--- src/rtl/dna_ascii_encoder.sv ---
// dna_ascii_encoder: FASTA ASCII stream to 2-bit nucleotide codes, buffered in a show-ahead FIFO.
module dna_ascii_encoder #(
   parameter int DEPTH = 8,
   parameter int CNT_W = 16
) (
   input  logic             clk,
   input  logic             rst,
   input  logic             s_valid,
   output logic             s_ready,
   input  logic [7:0]       s_data,
   input  logic             m_ready,
   output logic [1:0]       dna_out,
   output logic             dna_valid,
   output logic             dna_first,
   output logic             err_pulse,
   output logic [CNT_W-1:0] base_count,
   output logic [CNT_W-1:0] err_count
);
   localparam int AW = $clog2(DEPTH);
   typedef enum logic {ST_SEQ, ST_HDR} state_t;
   state_t state, state_nx;
   logic [2:0] mem [DEPTH];
   logic [2:0] last, head;
   logic [AW:0] wp, rp, wp_nx, rp_nx;
   logic [7:0] lc;
   logic [1:0] code;
   logic acc, is_base, is_ws, is_gt, is_lf, push, pop, hdr_start, bad, empty, full_nx, first_pend;
   assign acc = s_valid && s_ready;
   // setting bit 5 folds upper-case letters onto lower-case and no other byte lands on a/c/g/t
   assign lc = s_data | 8'h20;
   assign is_base = lc == 8'h61 || lc == 8'h63 || lc == 8'h67 || lc == 8'h74;
   assign code = lc == 8'h61 ? 2'd0 : lc == 8'h63 ? 2'd1 : lc == 8'h67 ? 2'd2 : 2'd3;
   assign is_ws = s_data == 8'h20 || s_data == 8'h09 || s_data == 8'h0D || s_data == 8'h0A;
   assign is_gt = s_data == 8'h3E;
   assign is_lf = s_data == 8'h0A;
   always_ff @(posedge clk or posedge rst)
      if (rst) state <= ST_SEQ;
      else state <= state_nx;
   always_comb
      state_nx = state == ST_SEQ ? (acc && is_gt ? ST_HDR : ST_SEQ) : (acc && is_lf ? ST_SEQ : ST_HDR);
   always_comb begin
      push = acc && state == ST_SEQ && is_base;
      hdr_start = acc && state == ST_SEQ && is_gt;
      bad = acc && state == ST_SEQ && !is_base && !is_ws && !is_gt;
   end
   assign empty = wp == rp;
   assign pop = !empty && m_ready;
   assign wp_nx = wp + {{AW{1'b0}}, push};
   assign rp_nx = rp + {{AW{1'b0}}, pop};
   assign full_nx = wp_nx[AW] != rp_nx[AW] && wp_nx[AW-1:0] == rp_nx[AW-1:0];
   assign head = mem[rp[AW-1:0]];
   assign dna_valid = !empty;
   // outputs hold the last popped entry while the FIFO is empty
   assign {dna_first, dna_out} = empty ? last : head;
   always_ff @(posedge clk or posedge rst)
      if (rst) begin
         wp <= '0;
         rp <= '0;
         s_ready <= 1'b0;
         first_pend <= 1'b0;
         err_pulse <= 1'b0;
         base_count <= '0;
         err_count <= '0;
         last <= '0;
         for (int i = 0; i < DEPTH; i++) mem[i] <= '0;
      end else begin
         wp <= wp_nx;
         rp <= rp_nx;
         s_ready <= !full_nx;
         if (push) mem[wp[AW-1:0]] <= {first_pend, code};
         if (pop) last <= head;
         first_pend <= hdr_start || (first_pend && !push);
         err_pulse <= bad;
         base_count <= hdr_start ? '0 : (push && !(&base_count)) ? base_count + 1'b1 : base_count;
         err_count <= (bad && !(&err_count)) ? err_count + 1'b1 : err_count;
      end
endmodule
--- config.mk ---
export PLATFORM = sky130hd
export DESIGN_NAME = dna_ascii_encoder
export DESIGN_NICKNAME = d
export VERILOG_FILES = /design/src/rtl/dna_ascii_encoder.sv
export SDC_FILE = /design/constraint.sdc
export NUM_CORES = 1
export LEC_CHECK = 0
export ABC_AREA = 1
export BUFFER_PORTS_ARGS = -buffer_cell sky130_fd_sc_hd__buf_2
export CAP_MARGIN = 20
export CELL_PAD_IN_SITES_DETAIL_PLACEMENT = 2
export CELL_PAD_IN_SITES_GLOBAL_PLACEMENT = 2
export CORE_MARGIN = 3
export CORE_UTILIZATION = 30
export DETAILED_ROUTE_END_ITERATION = 8
export GPL_TIMING_DRIVEN = 0
export PLACE_DENSITY = 0.86
export SLEW_MARGIN = 20
export SYNTH_ARGS = -nofsm -noshare
export SYNTH_HDL_FRONTEND = slang
export SYNTH_SLANG_ARGS = --single-unit
--- constraint.sdc ---
create_clock -name clk -period 2.1 [get_ports clk]
set_input_delay 0.42 -clock clk [delete_from_list [all_inputs] [get_ports clk]]
set_output_delay 0.42 -clock clk [all_outputs]
set_load 0.05 [all_outputs]
### Word level (Yosys, flattened, before mapping)

Index checks and enable logic that the tools add are counted.

| cells by class | value |
|---|---|
| magnitude comparators | 3 |
| multiplexer cells | 15 |
| reductions and logical operators | 33 |
| bitwise gates (word level) | 3 |
| eq/ne operators | 12 |
| add/subtract/negate cells | 4 |

Operators with widths:

| operator | number |
|---|---|
| $add A16 B1 Y16 const B | 2 |
| $mux W16 | 2 |
| $reduce_and A16 Y1 | 2 |
| $eq A7 B6 Y1 const B | 4 |
| $bwmux W24 | 1 |
| $eq A8 B4 Y1 const B | 3 |
| $eq A8 B6 Y1 const B | 2 |
| $logic_and A1 B1 Y1 | 15 |
| $mux W3 | 4 |
| $bmux W3 S3 | 1 |
| $demux W3 S3 | 1 |
| $add A4 B1 Y4 | 2 |
| $ge A4 B4 Y1 const B | 2 |
| $logic_not A1 Y1 | 8 |
| $not A3 Y4 | 2 |
| $logic_or A1 B1 Y1 | 7 |
| $eq A4 B4 Y1 | 1 |
| $lt A4 B1 Y1 const B | 1 |
| $mux W1 | 4 |
| $mux W2 | 2 |
| $eq A3 B3 Y1 | 1 |
| $reduce_bool A2 Y1 | 1 |
| $ne A1 B1 Y1 | 1 |
| $not A1 Y1 | 1 |

| storage, ports and cells | value |
|---|---|
| bits of input ports | 12 |
| output and inout bits | 38 |
| register bits | 71 |
| word-level logic and storage cells | 87 |

### Longest topological paths before layout

Gate-level depths: netlist of the first run.

| logic depth | value |
|---|---|
| word-level depth | 9 |
| depth in mapped cells | 14 |
| gate-level depth less buffers | 13 |

### Worst setup path after synthesis of the first run

Ideal clock, no wire load.

| path | value |
|---|---|
| path kind | register to output |
| start | register rp[2] |
| end | output dna_first |
| arrival time | 2.095 ns |
| path buffers | 1 |
| data required time | 1.680 ns |
| slack | -0.415 ns |
| stages on the path, launching flop included | 7 |
| cell sequence | dfrtp_1 > buf_2 > inv_1 > nor2_1 > nor3_1 > nand2_1 > o21ai_1 |

| on the way | value |
|---|---|
| cells in the longest elaborated chain, start to end | 5 |
| elaborated cells between the ends (all ways) | 6 |
| classes of those cells | 1 x eq/ne; 4 x mux; 1 x bitwise |

Ends and longest elaborated chain:

| element | line | text |
|---|---|---|
| from (decl) | 24 | `logic [AW:0] wp, rp, wp_nx, rp_nx;` |
| from (signal assigned) | 68 | `rp <= rp_nx;` |
| $not A3 Y4 (implied by the code) | 51 | `assign head = mem[rp[AW-1:0]];` |
| $bmux W3 S3 | 51 |  |
| $mux W3 (implied by the code) (2 in a row) | 51 |  |
| $mux W3 (*) | 54 | `assign {dna_first, dna_out} = empty ? last : head;` |
| to (decl) | 14 | `output logic dna_first,` |

Every way passes the cells marked *; elsewhere a longest branch is shown, timed or not. The select of a mux whose other input is x is not followed.

### Final worst setup path of the first run

| path | value |
|---|---|
| start | register rp[0] |
| end | output dna_out[1] |

| on the way | value |
|---|---|
| cells in the longest elaborated chain, start to end | 5 |
| elaborated cells between the ends (all ways) | 6 |
| classes of those cells | 1 x eq/ne; 4 x mux; 1 x bitwise |

Ends and longest elaborated chain:

| element | line | text |
|---|---|---|
| $not A3 Y4 (implied by the code) | 51 |  |
| $bmux W3 S3 | 51 |  |
| $mux W3 (implied by the code) (2 in a row) | 51 |  |
| $mux W3 (*) | 54 |  |
| to (decl) | 12 | `output logic [1:0] dna_out,` |

Marks and branches as above.

==> results of run 1 <==
area by class of cell:
cell class	count	area (µm²)	share of cell area (%)
repair buffers	66	437	7.84
clock buffers	13	260	4.67
plain buffers	15	143	2.56
multi-input cells	477	2560	46.0
clock inverters	1	5.00	0.0898
well taps	180	225	4.04
flip-flops and latches	71	1780	32.0
inverters	39	155	2.78
repair_timing:
action / 4_1_cts / 5_1_grt
pin swaps: 19 / 11
setup endpoints to repair: 5 / 21
resized for setup: 58 / 33
gates cloned: 2 / 0
setup buffers: 10 / 3
registers in the layout (all words and copies together), names as in the netlist:
name        count
mem            24
base_count     16
err_count      16
rp              4
wp              4
last            3
err_pulse       1
first_pend      1
s_ready         1
state           1
worst paths after layout:
path	end	depth (start not counted)
hold / removal	base_count[12]	2
setup / recovery	dna_out[1]	10
hold reg to reg	mem[12]	2
max in group asynchronous	s_ready	4
setup reg to reg	s_ready	9
min in group clk	mem[12]	2
metal layers:
layer  routed length, µm  share of wire, %  GRT usage, %  vias up
met5                   0                 0             0        -
met4                 180               1.1          5.11        0
met1                6530                41          23.9     2263
met3                 470               3.0          4.26       16
met2                8630                55          38.0       68
li1                    -                 -             -     2111
Yosys cell counts:
cell      instances
o21ai_0          20
inv_1            34
nand2_2          13
dfrtp_1          71
clkbuf_1          6
o22ai_1           3
inv_2             5
a21boi_1          1
nor2_4            3
nor2_1           77
xor2_1           19
nand2_1         206
buf_4             5
buf_6             1
a31oi_1           1
xnor2_1           8
a21oi_1           2
nor2_2            6
o21bai_1          2
nand4_1          29
nor2_8            1
nand3b_1          3
nand4_4           1
o21ai_1           3
nand3_4           3
ha_1              6
nand2_4           3
nand3_1          64
buf_2             3
buf_12            1
nor3_1            3
worst reg2reg max path: stages (launching register included):
cell,delay (ns)
dfrtp_2,0.51
xor2_1,0.29
a21oi_4,0.08
a21boi_2,0.17
ha_1,0.23
ha_1,0.22
xor2_2,0.21
xor2_1,0.11
nor3_2,0.14
nand2_1,0.07
cells by family (layout without fill, tap and decap cells):
family                     after synthesis  in the layout  share of synthesized area [%]
AOI/OAI and AO/OA                       32             32                           3.93
adders and majority gates                6              6                           1.71
and+or+nand+nor                        412            412                           42.8
xor gates and xnor gates                27             27                           5.38
DFF                                     71             71                           40.4
buffers and inverters                   55            134                           5.75
per-stage QoR:
stage / setup WS, ns / hold slack, ns / cells / util, %
2_1_floorplan: 0.00787 / 0.437 / 603 / -
3_3_place_gp: -0.463 / 0.454 / 832 / 34.9
3_5_place_dp: -0.627 / 0.468 / 834 / 35.2
4_1_cts: -0.0775 / 0.104 / 859 / 38.8
5_1_grt: -0.204 / 0.125 / 862 / 39.5
6_report: -0.128 / 0.109 / 862 / 39.5
power groups by stage:
stage	Clock (W)	Sequential (W)	Combinational, W
6_report	0.00144	0.00185	0.00278
3_5_place_dp	0	0.00182	0.00211
5_1_grt	0.00154	0.00189	0.00302
3_3_place_gp	0	0.00180	0.00200
4_1_cts	0.00149	0.00182	0.00255
2_1_floorplan	0	0.00202	0.00132
==> results_dict.tcl, run 1 <==
set metrics [dict create \
    cpMostUsedCell "nand2_2" \
    grt_max_degree 30 \
    start_util_pct 31.2 \
    p_comb_share_pct 45.8 \
    timing.final.ws_setup_ns -0.128 \
    crit_path_top_delay_cell "dfrtp_2" \
    drive_gt1_share_pct 25.5 \
    nNetsFinal 697 \
    cts_tree "done" \
    drt_iter0_markers 114 \
    io_pins 50 \
    worst_pin_slew_ns 0.987 \
    pwr-share-seq_pct 30.5 \
    syn_inst 603 \
    wire_per_inst_um 18.3 \
    clk_path_buf_depth 2 \
    min_path_type "in2async" \
    critical_path_buf_inv_count 2 \
    critPathTopFamily "flip-flops" \
    path_cells "buf_8, nor2_2, nor2_2, o21ai_2, o21ai_4, nand2_2, nand2_2, nand2_2, o21ai_4, buf_6" \
    antenna_found_initial 0 \
    endpoint_kind "output pin" \
    die_area_um2 16100 \
    arrival_ns 1.81 \
    clockRootBuffer "clkbuf_16" \
    netSwitchingFraction_pct 43.4 \
    grt_pass1_wl_mm 26.5 \
    ant_nets 0 \
    syn_to_final_growth_pct 26.8 \
    reg2reg_from "rp[0]" \
    final_common_cell "nand2_1" \
    path_clk_slew_ns 0.06 \
    numClockSinks 71 \
    die_x_um 127 \
    hpwl_mm 11.2 \
    start_kind "register" \
    vias 4458 \
    syn_nets 621 \
    run_status "finished with violations" \
    cts_max_level 3 \
    p_leak_nw 2.86 \
    viasPerCell 5.17 \
    synth.top_cell.area_share_pct 40.4 \
    p_int_w 0.00344 \
    fillers 1658 \
    grt_overflow 0 \
    gp_congestion 0.811 \
    layout_common_cells "nand2_1 (197), nor2_1 (68), dfrtp_1 (65)" \
    num_rows 43 \
    syn_area_um2 4400 \
    p_total_w 0.00607 \
    period_needed_ns 2.23 \
    core_area_um2 14100 \
    slew_headroom_pct 33.9 \
    rsz0062_at_grt "true" \
    clock_power_share_pct 23.7 \
    clock_skew_ns 0.00606 \
    post-route-period-util_pct 106 \
    drc 0 \
    antenna_cells 0 \
    ys_seq_area_share_pct 40.4 \
    yosysWarnings 0 \
    reg2reg_slack_ns -0.03 \
    tritoncts.num_buffers 9 \
    grt_pass1_vias 5135 \
    yosysTopAreaCell "dfrtp_1" \
    setup_viol 4 \
    dr.pass1.iters 4 \
    cap_violations 0 \
    insertion_delay_ns 0.34 \
    synth_area_leaders "dfrtp_1 (40%), nand2_1 (18%), nand3_1 (7.3%)" \
    synth-seq-cells 71 \
    yosysUniqueCellTypes 31 \
    final-hold-violation-count 0 \
    path_class "reg2out" \
    pwr_density_cell_nw_per_um2 1090 \
    clock.fmax_ghz 0.449 \
    die_h_um 127 \
    track_usage_pct 20.4 \
    avgSynthCellArea_um2 7.29 \
    crit_required_ns 1.68 \
    setup_tns_ns -0.333 \
    violations "setup timing" \
    finish.instance_area_um2 5570 \
    routed_wl_mm 15.8 \
    numPortBuffers 49 \
    critPathMaxStageDelay_ns 0.51 \
    cp-startpoint "rp[0]" \
    postPlaceCellArea_um2 4960 \
    timing.final.max_slew_violations 0 \
    worstPathMaxFanout 6 \
    ctsHoldBuffers 0 \
    peakVddDrop_mv 0.650 \
    switchingPower_w 0.00263 \
]
Note: power is estimated with default switching activity, not from simulation.
==> run 2: changes to the inputs <==
TNS_END_PERCENT = 5   (was default)
==> results_dict.tcl, run 2 (same netlist as run 1, synthesis figures left out) <==
set metrics [dict create \
    run_status "finished with violations" \
    violations "setup timing" \
    setup_viol 5 \
    insertion_delay_ns 0.35 \
    gp_congestion 0.838 \
    antenna_cells 0 \
    die_h_um 127 \
    clockRootBuffer "clkbuf_16" \
    slew_headroom_pct 35.1 \
    fillers 1671 \
    ctsHoldBuffers 0 \
    finish.instance_area_um2 5500 \
    worstPathMaxFanout 5 \
    drive_gt1_share_pct 22.9 \
    p_leak_nw 2.83 \
    nNetsFinal 691 \
    largestRegisters "mem: 24 flops, base_count: 16 flops, err_count: 16 flops" \
    rsz0062_at_grt "true" \
    cap_violations 0 \
    antenna_found_initial 0 \
    path_class "reg2out" \
    routed_wl_mm 15.9 \
    peakVddDrop_mv 0.596 \
    regMostFlops "mem" \
    path_cells "inv_4, buf_8, nor2_1, o21ai_1, nand2_1, nand2_2, nand2_2, o21ai_4, buf_6" \
    io_pins 50 \
    min_path_type "in2async" \
    path_clk_slew_ns 0.06 \
    drc 0 \
    numPortBuffers 49 \
    num_rows 43 \
    crit_required_ns 1.68 \
    fin_cells 857 \
    met1Wirelength_mm 6.76 \
    drt_iter0_markers 147 \
    start_kind "register" \
    dr_wl_met2_mm 8.52 \
    largest_reg_flops 24 \
    multi_input_area_um2 2530 \
    clock.fmax_ghz 0.442 \
    worst_pin_slew_ns 0.968 \
    pwr_density_cell_nw_per_um2 1100 \
    critPathTopFamily "flip-flops" \
    fin_util_pct 39.0 \
    tritoncts.num_buffers 9 \
    grt_pass1_vias 5022 \
    top_layer "met4" \
    vias 4425 \
    grt_pass1_wl_mm 26.0 \
    clock_skew_ns 0.00599 \
    ant_nets 0 \
    period_needed_ns 2.26 \
    grt_overflow 0 \
    timing.final.ws_setup_ns -0.161 \
    die_x_um 127 \
    start_util_pct 31.2 \
    cpMostUsedCell "nand2_2" \
    ff_latch_area_um2 1780 \
    viasPerCell 5.16 \
    arrival_ns 1.84 \
    endpoint_kind "output pin" \
    postPlaceCellArea_um2 4930 \
    cts_max_level 3 \
    wire_per_inst_um 18.5 \
    crit_path_top_delay_cell "dfrtp_2" \
    dp_cells 833 \
    critical_path_buf_inv_count 3 \
    cts_tree "done" \
    post-route-period-util_pct 108 \
    critPathMaxStageDelay_ns 0.49 \
    grt_max_degree 49 \
    die_area_um2 16100 \
    clk_path_buf_depth 2 \
    syn_to_final_growth_pct 25.0 \
    final-hold-violation-count 0 \
    track_usage_pct 20.1 \
    dr_wl_met3_um 368 \
    core_area_um2 14100 \
    layout_common_cells "nand2_1 (199), nor2_1 (74), dfrtp_1 (66)" \
    dr.pass1.iters 4 \
    timing.final.max_slew_violations 0 \
    final_common_cell "nand2_1" \
    hpwl_mm 11.1 \
    numClockSinks 71 \
]
-- run 2: cell types whose count changed in the layout (fill, tap and decap cells not counted), moves of 3 or more --
cell     previous run  this run
buf_6               5         8
inv_2               8         5
o21ai_0             5        10
buf_4              16        10
nand2_2            21        17
inv_1              28        31
nor2_2             10         5
nor2_1             68        74
-- run 2: cell type report --
type | instances | area share (%)
timing repair buffer | 60 | 7.19
buffer | 15 | 2.50
sequential | 71 | 32.4
tap | 180 | 4.10
clock buffer | 11 | 4.42
multi-input combinational | 477 | 46.1
inverter | 39 | 2.80
clock inverter | 4 | 0.410
-- run 2: where the power goes --
group / internal [W] / leakage [nW] / switching, W
Sequential: 0.00158 / 0.953 / 0.000282
Combinational: 0.000988 / 1.74 / 0.00175
Clock: 0.000819 / 0.131 / 0.000607
-- run 2: repair_timing --
action                     CTS  global route
pin swaps                   11            11
buffers inserted             6             2
resized for setup           47            23
setup endpoints to repair    5            21
gates cloned                 1             1
hold endpoints to repair     0             0
-- run 2: worst paths after layout --
| kind | startpoint | end | slack, ns | cells after the start |
|---|---|---|---|---|
| setup / recovery | rp[0] | dna_first | -0.16 | 9 |
| hold / removal | rst | err_count[1] | 0.05 | 2 |
| setup reg to reg | rp[0] | s_ready | -0.01 | 10 |
| hold reg to reg | mem[15] | mem[15] | 0.48 | 2 |
| max in group asynchronous | rst | rp[2] | 1.47 | 3 |
| min in group clk | mem[15] | mem[15] | 0.48 | 2 |
-- run 2: stage by stage --
step / setup TNS [ns] / hold slack [ns] / setup WS (ns) / power (W)
after global routing: -0.995 / 0.0625 / -0.253 / 0.00640
after floorplan: -8.35 / 0.437 / -0.117 / 0.00334
final: -0.478 / 0.0511 / -0.161 / 0.00603
after detailed placement: -2.36 / 0.425 / -0.619 / 0.00396
after global placement: -84.92 / 0.451 / -1.18 / 0.00382
after CTS: -0.445 / 0.0538 / -0.126 / 0.00580
-- run 2: layer usage --
layer | up-vias | GRT usage [%]
met5 | - | 0
met4 | 0 | 4.79
met3 | 20 | 4.77
met2 | 51 | 37.4
met1 | 2257 | 23.3
li1 | 2097 | -
==> run 3: changes to the inputs <==
SKIP_CTS_REPAIR_TIMING = 1   (was default)
==> results_dict.tcl, run 3 (same netlist as run 1, synthesis figures left out) <==
set metrics [dict create \
    critPathMaxStageDelay_ns 0.47 \
    timing.final.max_slew_violations 0 \
    numPortBuffers 49 \
    dr_wl_met2_mm 8.54 \
    die_x_um 127 \
    run_status "finished with violations" \
    crit_path_top_delay_cell "dfrtp_2" \
    timing.final.ws_setup_ns -0.155 \
    critical_path_buf_inv_count 2 \
    cts_tree "done" \
    tritoncts.num_buffers 9 \
    dr_wl_met3_um 495 \
    die_area_um2 16100 \
    pwr-share-seq_pct 31.2 \
    top_layer "met4" \
    clk_path_buf_depth 2 \
    antenna_found_initial 0 \
    dp_cells 833 \
    p_int_w 0.00330 \
    insertion_delay_ns 0.35 \
    arrival_ns 1.84 \
    peakVddDrop_mv 0.612 \
    fin_cells 859 \
    core_area_um2 14100 \
    pwr_density_cell_nw_per_um2 1080 \
    largestRegisters "mem: 24 flops, base_count: 16 flops, err_count: 16 flops" \
    dr.pass1.iters 4 \
    netSwitchingFraction_pct 44.3 \
    post-route-period-util_pct 107 \
    crit_required_ns 1.68 \
    path_cells "buf_6, nor2_2, nor2_1, o21ai_1, o21ai_1, nand2_1, nand2_2, nand2_4, o21ai_4, buf_6" \
    pre_cts_ws_ns -0.619 \
    io_pins 50 \
    endpoint_kind "output pin" \
    hpwl_mm 11.1 \
    p_comb_share_pct 44.7 \
    drt_iter0_markers 139 \
    clock_power_share_pct 24.0 \
    grt_max_degree 49 \
    track_usage_pct 19.8 \
    viasPerCell 5.17 \
    setup_viol 5 \
    grt_overflow 0 \
    grt_pass1_wl_mm 25.6 \
    vias 4444 \
    die_h_um 127 \
    routed_wl_mm 16.0 \
    final-hold-violation-count 0 \
    path_class "reg2out" \
    cts_max_level 3 \
    violations "setup timing" \
    numClockSinks 71 \
    antenna_cells 0 \
    period_needed_ns 2.26 \
    final_common_cell "nand2_1" \
    critPathTopFamily "flip-flops" \
    largest_reg_flops 24 \
    p_leak_nw 2.82 \
    layout_common_cells "nand2_1 (197), nor2_1 (71), dfrtp_1 (67)" \
    ant_nets 0 \
    worstPathMaxFanout 5 \
    slew_headroom_pct 33.1 \
    clockRootBuffer "clkbuf_16" \
    met1Wirelength_mm 6.66 \
    drive_gt1_share_pct 23.9 \
    min_path_type "in2async" \
    rsz0062_at_grt "true" \
    grt_pass1_vias 4937 \
    start_kind "register" \
    start_util_pct 31.2 \
    path_clk_slew_ns 0.06 \
    cap_violations 0 \
    num_rows 43 \
    wire_per_inst_um 18.6 \
    nNetsFinal 693 \
    clock_skew_ns 0.00560 \
    clock.fmax_ghz 0.443 \
    syn_to_final_growth_pct 25.2 \
    drc 0 \
    worst_pin_slew_ns 0.999 \
    switchingPower_w 0.00262 \
    gp_congestion 0.838 \
    regMostFlops "mem" \
]
-- run 3: stage by stage --
step	power [W]	utilization (%)	setup TNS (ns)	instance area, µm²	hold slack [ns]
final	0.00592	39.0	-0.494	5500	0.0528
after global routing	0.00630	39.0	-1.00	5500	0.0627
after CTS	0.00542	36.9	-2.54	5200	0.0538
after global placement	0.00382	34.8	-84.92	4900	0.451
after floorplan	0.00334	-	-8.35	4430	0.437
after detailed placement	0.00396	35.0	-2.36	4930	0.425
-- run 3: path summary, 6_finish.rpt --
check,from,end,slack (ns),depth (start not counted)
min in group clk,mem[23],mem[23],0.48,2
max in group asynchronous,rst,base_count[0],1.45,3
worst max register to register,rp[0],s_ready,-0.02,10
worst min register to register,mem[23],mem[23],0.48,2
worst min-delay path,rst,base_count[12],0.05,2
worst max-delay path,rp[0],dna_out[0],-0.16,10
-- run 3: layout make-up --
cell class | instances | area [µm²]
Buffer | 15 | 131
Clock buffer | 11 | 243
Clock inverter | 4 | 22.5
Fill cell | 1665 | 8590
Inverter | 39 | 156
Multi-Input combinational cell | 477 | 2550
Sequential cell | 71 | 1780
Tap cell | 180 | 225
Timing Repair Buffer | 62 | 393
-- run 3: power by group through the flow --
stage | Clock (W) | Combinational, W | Sequential (W)
2_1_floorplan | 0 | 0.00132 | 0.00201
3_3_place_gp | 0 | 0.00201 | 0.00181
3_5_place_dp | 0 | 0.00213 | 0.00182
4_1_cts | 0.00145 | 0.00216 | 0.00181
5_1_grt | 0.00152 | 0.00289 | 0.00189
6_report | 0.00142 | 0.00265 | 0.00185
-- run 3: layer usage --
metal,track usage (%),vias to the layer above
li1,-,2091
met1,23.1,2268
met2,36.4,60
met3,4.77,25
met4,4.92,0
met5,0,-
